[src/rtl/arb_mux_pkg.sv]
// Shared types for the arb_mux slice: lock FSM encoding and index-width helper.
package arb_mux_pkg;

    typedef enum logic {
        IDLE = 1'b0,
        LOCK = 1'b1
    } state_t;

    function automatic int idx_w(input int n);
        return (n <= 2) ? 1 : $clog2(n);
    endfunction

endpackage

[src/rtl/rr_pick.sv]
// Rotate-priority picker: first requester at or after ptr, wrapping N-1 -> 0.
module rr_pick #(
    parameter int N  = 8,
    parameter int IW = 3
)(
    input  logic [N-1:0]  req,
    input  logic [IW-1:0] ptr,
    output logic          gnt_valid,
    output logic [IW-1:0] gnt_idx
);

    localparam int JW = IW + 1;

    logic [JW-1:0] j;

    always_comb begin
        gnt_valid = 1'b0;
        gnt_idx   = '0;
        j         = '0;
        // Walk farthest-first so the slot nearest ptr overrides the rest.
        for (int k = N - 1; k >= 0; k--) begin
            j = {1'b0, ptr} + JW'(k);
            if (j >= JW'(N)) j = j - JW'(N);
            if (req[j[IW-1:0]]) begin
                gnt_valid = 1'b1;
                gnt_idx   = j[IW-1:0];
            end
        end
    end

endmodule

[src/rtl/arb_mux.sv]
// N-to-1 arbitrating mux with one output register stage.
// Define ARB_MUX_LOCK_EN to hold ownership of a channel until its in_last beat.
module arb_mux
    import arb_mux_pkg::*;
#(
    parameter  int WIDTH = 64,
    parameter  int N     = 8,
    localparam int IW    = idx_w(N)
)(
    input  logic             clk,
    input  logic             rstn,
    input  logic [N-1:0]     in_valid,
    output logic [N-1:0]     in_ready,
    input  logic [N*WIDTH-1:0] in_data,
    input  logic [N-1:0]     in_last,
    input  logic             sel_mode,
    input  logic [IW-1:0]    sel,
    output logic             out_valid,
    input  logic             out_ready,
    output logic [WIDTH-1:0] out_data,
    output logic [IW-1:0]    out_idx,
    output logic             out_last
);

    logic [N-1:0][WIDTH-1:0] ch_data;
    logic [IW-1:0]           ptr;
    logic [IW-1:0]           lock_idx;
    state_t                  state, state_nxt;
    logic                    rr_vld, gnt_vld, can_load, accept;
    logic [IW-1:0]           rr_idx, gnt_idx;

    assign ch_data = in_data;

    rr_pick #(.N(N), .IW(IW)) u_pick (
        .req       (in_valid),
        .ptr       (ptr),
        .gnt_valid (rr_vld),
        .gnt_idx   (rr_idx)
    );

    always_comb begin
        gnt_vld = 1'b0;
        gnt_idx = '0;
        if (state == LOCK) begin
            gnt_idx = lock_idx;
            gnt_vld = in_valid[lock_idx];
        end else if (sel_mode) begin
            gnt_idx = sel;
            if (int'(sel) < N) gnt_vld = in_valid[sel];
        end else begin
            gnt_idx = rr_idx;
            gnt_vld = rr_vld;
        end
    end

    assign can_load = !out_valid || out_ready;
    assign accept   = rstn && can_load && gnt_vld;

    always_comb begin
        in_ready = '0;
        if (accept) in_ready[gnt_idx] = 1'b1;
    end

    always_ff @(posedge clk) begin
        if (!rstn) begin
            out_valid <= 1'b0;
            out_data  <= '0;
            out_idx   <= '0;
            out_last  <= 1'b0;
            ptr       <= '0;
        end else begin
            if (accept) begin
                out_valid <= 1'b1;
                out_data  <= ch_data[gnt_idx];
                out_idx   <= gnt_idx;
                out_last  <= in_last[gnt_idx];
            end else if (out_ready) begin
                out_valid <= 1'b0;
            end
            // Forced selection leaves the round-robin position alone.
            if (accept && !sel_mode)
                ptr <= (gnt_idx == IW'(N - 1)) ? '0 : gnt_idx + 1'b1;
        end
    end

    always_ff @(posedge clk) begin
        if (!rstn) state <= IDLE;
        else       state <= state_nxt;
    end

`ifdef ARB_MUX_LOCK_EN
    always_comb begin
        state_nxt = state;
        if (accept) begin
            if (state == IDLE && !in_last[gnt_idx])     state_nxt = LOCK;
            else if (state == LOCK && in_last[gnt_idx]) state_nxt = IDLE;
        end
    end

    always_ff @(posedge clk) begin
        if (!rstn)
            lock_idx <= '0;
        else if (accept && state == IDLE && !in_last[gnt_idx])
            lock_idx <= gnt_idx;
    end
`else
    always_comb begin
        state_nxt = state;
        state_nxt = IDLE;
    end

    assign lock_idx = '0;
`endif

endmodule
[config.mk]
export PLATFORM = sky130hd
export DESIGN_NAME = arb_mux
export DESIGN_NICKNAME = d
export VERILOG_FILES = /design/src/rtl/arb_mux_pkg.sv /design/src/rtl/rr_pick.sv /design/src/rtl/arb_mux.sv
export SDC_FILE = /design/constraint.sdc
export NUM_CORES = 1
export LEC_CHECK = 0
export BUFFER_PORTS_ARGS = -buffer_cell sky130_fd_sc_hd__buf_2
export CORE_AREA = 2 2 235 237
export CTS_BUF_LIST = sky130_fd_sc_hd__clkbuf_4 sky130_fd_sc_hd__clkbuf_8
export DETAILED_ROUTE_END_ITERATION = 16
export DIE_AREA = 0 0 237 239
export PLACE_DENSITY_LB_ADDON = 0.3
export SLEW_MARGIN = 25
export SYNTH_ARGS = -nofsm -noshare
export SYNTH_HDL_FRONTEND = slang
export SYNTH_HIERARCHICAL = 1
export SYNTH_SLANG_ARGS = --single-unit
export TNS_END_PERCENT = 100
[constraint.sdc]
create_clock -name clk -period 4.7 [get_ports clk]
set_input_delay 0.705 -clock clk [delete_from_list [all_inputs] [get_ports clk]]
set_output_delay 0.705 -clock clk [all_outputs]
set_load 0.1 [all_outputs]
==> results.md <==
* CTS Sinks at 72
* Register area share after synthesis at 18.7%
* Total Routing Usage GR at 15.2%
* Syn nets at 1840
* Die ar. at 56600 um2
* Synth Warn # at 6
* Switching power share of the total at 61.0%
* Worst R2R Path Depth at 17
* Total number of vias at 11500
* Area growth syn-to-layout at 55.7%
* WS Path Type: flip-flop to output pin
* Placed Area at 11700 um2
* # DRC at 0
* Chip width at 237 um
* Async SR Flop Fraction at 0%
* Hold Vio Cnt, Final at 0
* Router iterations before antenna repair at 5
* Sequential share of power at 12.7%
* Worst-path clk slew at 0.08 ns
* FMAX at 225 MHz
* Power per cell area at 547 nW/um2
* Gate power share at 78.1%
* Register bit count reported by yosys at 72
* # rows at 86
* Slew Viols, Final at 0
* Number of buffers created by CTS at 9
* Worst-Margin Slew at 0.899 ns
* Worst setup EP type: output pin
* Int Pwr at 0.00256 W
* # IOs at 612
* VDD IR max at 288 uV
* WP data arrival at 3.74 ns
* Yosys top cell area share at 26.0%
* Area of the core at 54300 um2
* Worst Skew at 0.0184 ns
* Wire per inst at 17.8 um
* Final Cell Area at 12000 um2
* Mean number of vias per cell at 4.51
* FILL cells at 6253
* GRT Residual Overflow at 0
* Post-synth EDFFs at 0
* CTS tree: built
* Power, Total at 0.00656 W
* Layout cells sized above 1 at 40.2%
* Clock share of power at 9.2%
* RSZ-0062 raised after global routing: no
* Clock Latency Late Sink at 0.42 ns
* First-pass GRT wire length at 65.2 mm
* Slew headroom at 40.0%
* Mapped Area at 7710 um2
* Critical-path maximum fanout at 9
* Main synth FF type: dfxtp_1
* Final HPWL DP at 36.0 mm
* Die Y at 239 um
* Routed wire length at 45.5 mm
* Initial antenna violation count at 15
* Min Hold Slack at 0.491 ns
* TNS Setup at 0 ns
* Lkg Pwr at 5.73 nW
* Status: finished clean
* Mean Syn Cell Area at 5.93 um2
* R2R setup slack at 0.44 ns
* Main area contributors after synthesis: nand2_1, dfxtp_1, a21oi_1, a211oi_2, nor4_1
* Syn Inst Count at 1301
* CTS max path bufs at 2
* Number of max-cap violations at 0
* GPL Wtd Cong at 0.918
* Minimum clock period at 4.45 ns
* Setup crit start kind: flip-flop
* Hold path depth at 2
* Nets at 2381
* CTS Root Cell: clkbuf_8
* DRT iter0 DRCs at 664
* Max H-tree Level at 3
* DRT antenna net count at 0
* Worst EP required at 3.99 ns
* Net switching power at 0.00400 W
* Worst Hold Class: flip-flop to flip-flop
* Initial Utilization at 14.2%
* Netlist cell types at 54
* # hold bufs at CTS at 0
* Vias in the first global route at 11100
* Largest net degree at the start of global routing at 133
* Port bufs at 611
* Final setup fails at 0
* Util after Layout at 22.1%
* Tcrit/Tclk final at 94.6%
* Leading area contributor after synthesis: nand2_1
[synth_stat cells (6+ instances only)]
master	number
nand2_1	535
a21oi_1	271
nor2_1	83
dfxtp_1	72
clkbuf_1	69
nor4_1	66
a211oi_2	49
buf_2	32
a211oi_1	17
inv_1	9
buf_6	7
mux2i_1	7
mux2_2	6
mux4_2	6
[kinds of logic after synthesis]
| logic type | Yosys count | synth area share [%] |
|---|---|---|
| AOI/OAI and AO/OA | 366 | 30.0 |
| xor gates and xnor gates | 3 | 0.341 |
| adders and majority gates | 4 | 0.649 |
| buffers and inverters | 124 | 7.38 |
| DFF | 72 | 18.7 |
| muxes | 27 | 5.76 |
| and+or+nand+nor | 705 | 37.2 |
[power by group through the flow]
stage / combinational [W] / sequential (W) / clock [W]
final: 0.00512 / 0.000836 / 0.000603
after global routing: 0.00549 / 0.000855 / 0.000674
after CTS: 0.00513 / 0.000837 / 0.000654
after detailed placement: 0.00500 / 0.000851 / 0
after global placement: 0.00502 / 0.000847 / 0
after floorplan: 0.00257 / 0.00185 / 0
[layout make-up]
cell class	instances	area, um2	share of cell area [%]
clock buffers	9	124	1.03
well taps	704	881	7.34
clock inverters	7	95.1	0.792
repair buffers	643	3580	29.8
multi-input cells	1105	5810	48.4
flip-flops and latches	72	1440	12.0
diodes	6	15.0	0.125
inverters	11	56.3	0.469
[flip-flops by register name (all words and copies together), names as in the netlist]
| name | count |
|---|---|
| out_data | 64 |
| ptr | 3 |
| out_valid | 1 |
| out_idx | 3 |
| out_last | 1 |
[per-stage QoR]
stage	setup slack [ns]	std cells
6_report	0.254	2557
3_3_place_gp	0.146	2531
3_5_place_dp	0.160	2531
2_1_floorplan	-0.0934	1301
4_1_cts	0.00278	2551
5_1_grt	0.00742	2554
[routing by layer]
| layer | routed length [um] | vias up | global-route usage, % | part of all wire, % |
|---|---|---|---|---|
| met5 | 79 | - | 0 | 0.17 |
| met4 | 1310 | 12 | 5.14 | 2.9 |
| met3 | 3530 | 76 | 3.60 | 7.8 |
| met2 | 22600 | 569 | 27.9 | 50 |
| met1 | 17900 | 5307 | 17.2 | 39 |
| li1 | - | 5562 | - | - |
[final timing paths]
| path | start | to |
|---|---|---|
| worst max-delay path | ptr[1] | in_ready[2] |
| worst min-delay path | out_idx[1] | out_idx[1] |
| worst min register to register | out_idx[1] | out_idx[1] |
| worst max register to register | ptr[1] | out_data[45] |
[cells in the final DEF (no fill, tap or decap), types with 5 or more instances in the layout]
master / instances
mux4_2: 7
diode_2: 6
a211oi_1: 17
a211oi_2: 49
buf_4: 20
nor2_1: 75
inv_1: 9
mux2_2: 6
nor2b_1: 5
buf_2: 603
buf_12: 19
nand2_1: 535
mux2i_1: 7
a21oi_1: 270
nor4_1: 66
dfxtp_1: 72
clkbuf_8: 9
[worst max-delay path, stage by stage (launching register included)]
cell and delay [ns]:
dfxtp_1 0.33, inv_1 0.13, ha_4 0.37, mux4_2 0.39, mux2_4 0.33, o21ai_2 0.13, a31oi_1 0.09, o21bai_1 0.14
mux2_1 0.39, mux2i_4 0.29, buf_4 0.18, nand3_2 0.20, nor2_4 0.17, buf_12 0.18
[repair_timing]
action	4_1_cts	5_1_grt
endpoints found under the hold margin	0	0
gates resized for setup	3	3
cloned	1	0
pin swaps	1	0
buffers inserted	3	0
setup endpoints to repair	8	8
No activity file was read; power rests on OpenSTA's default activity.
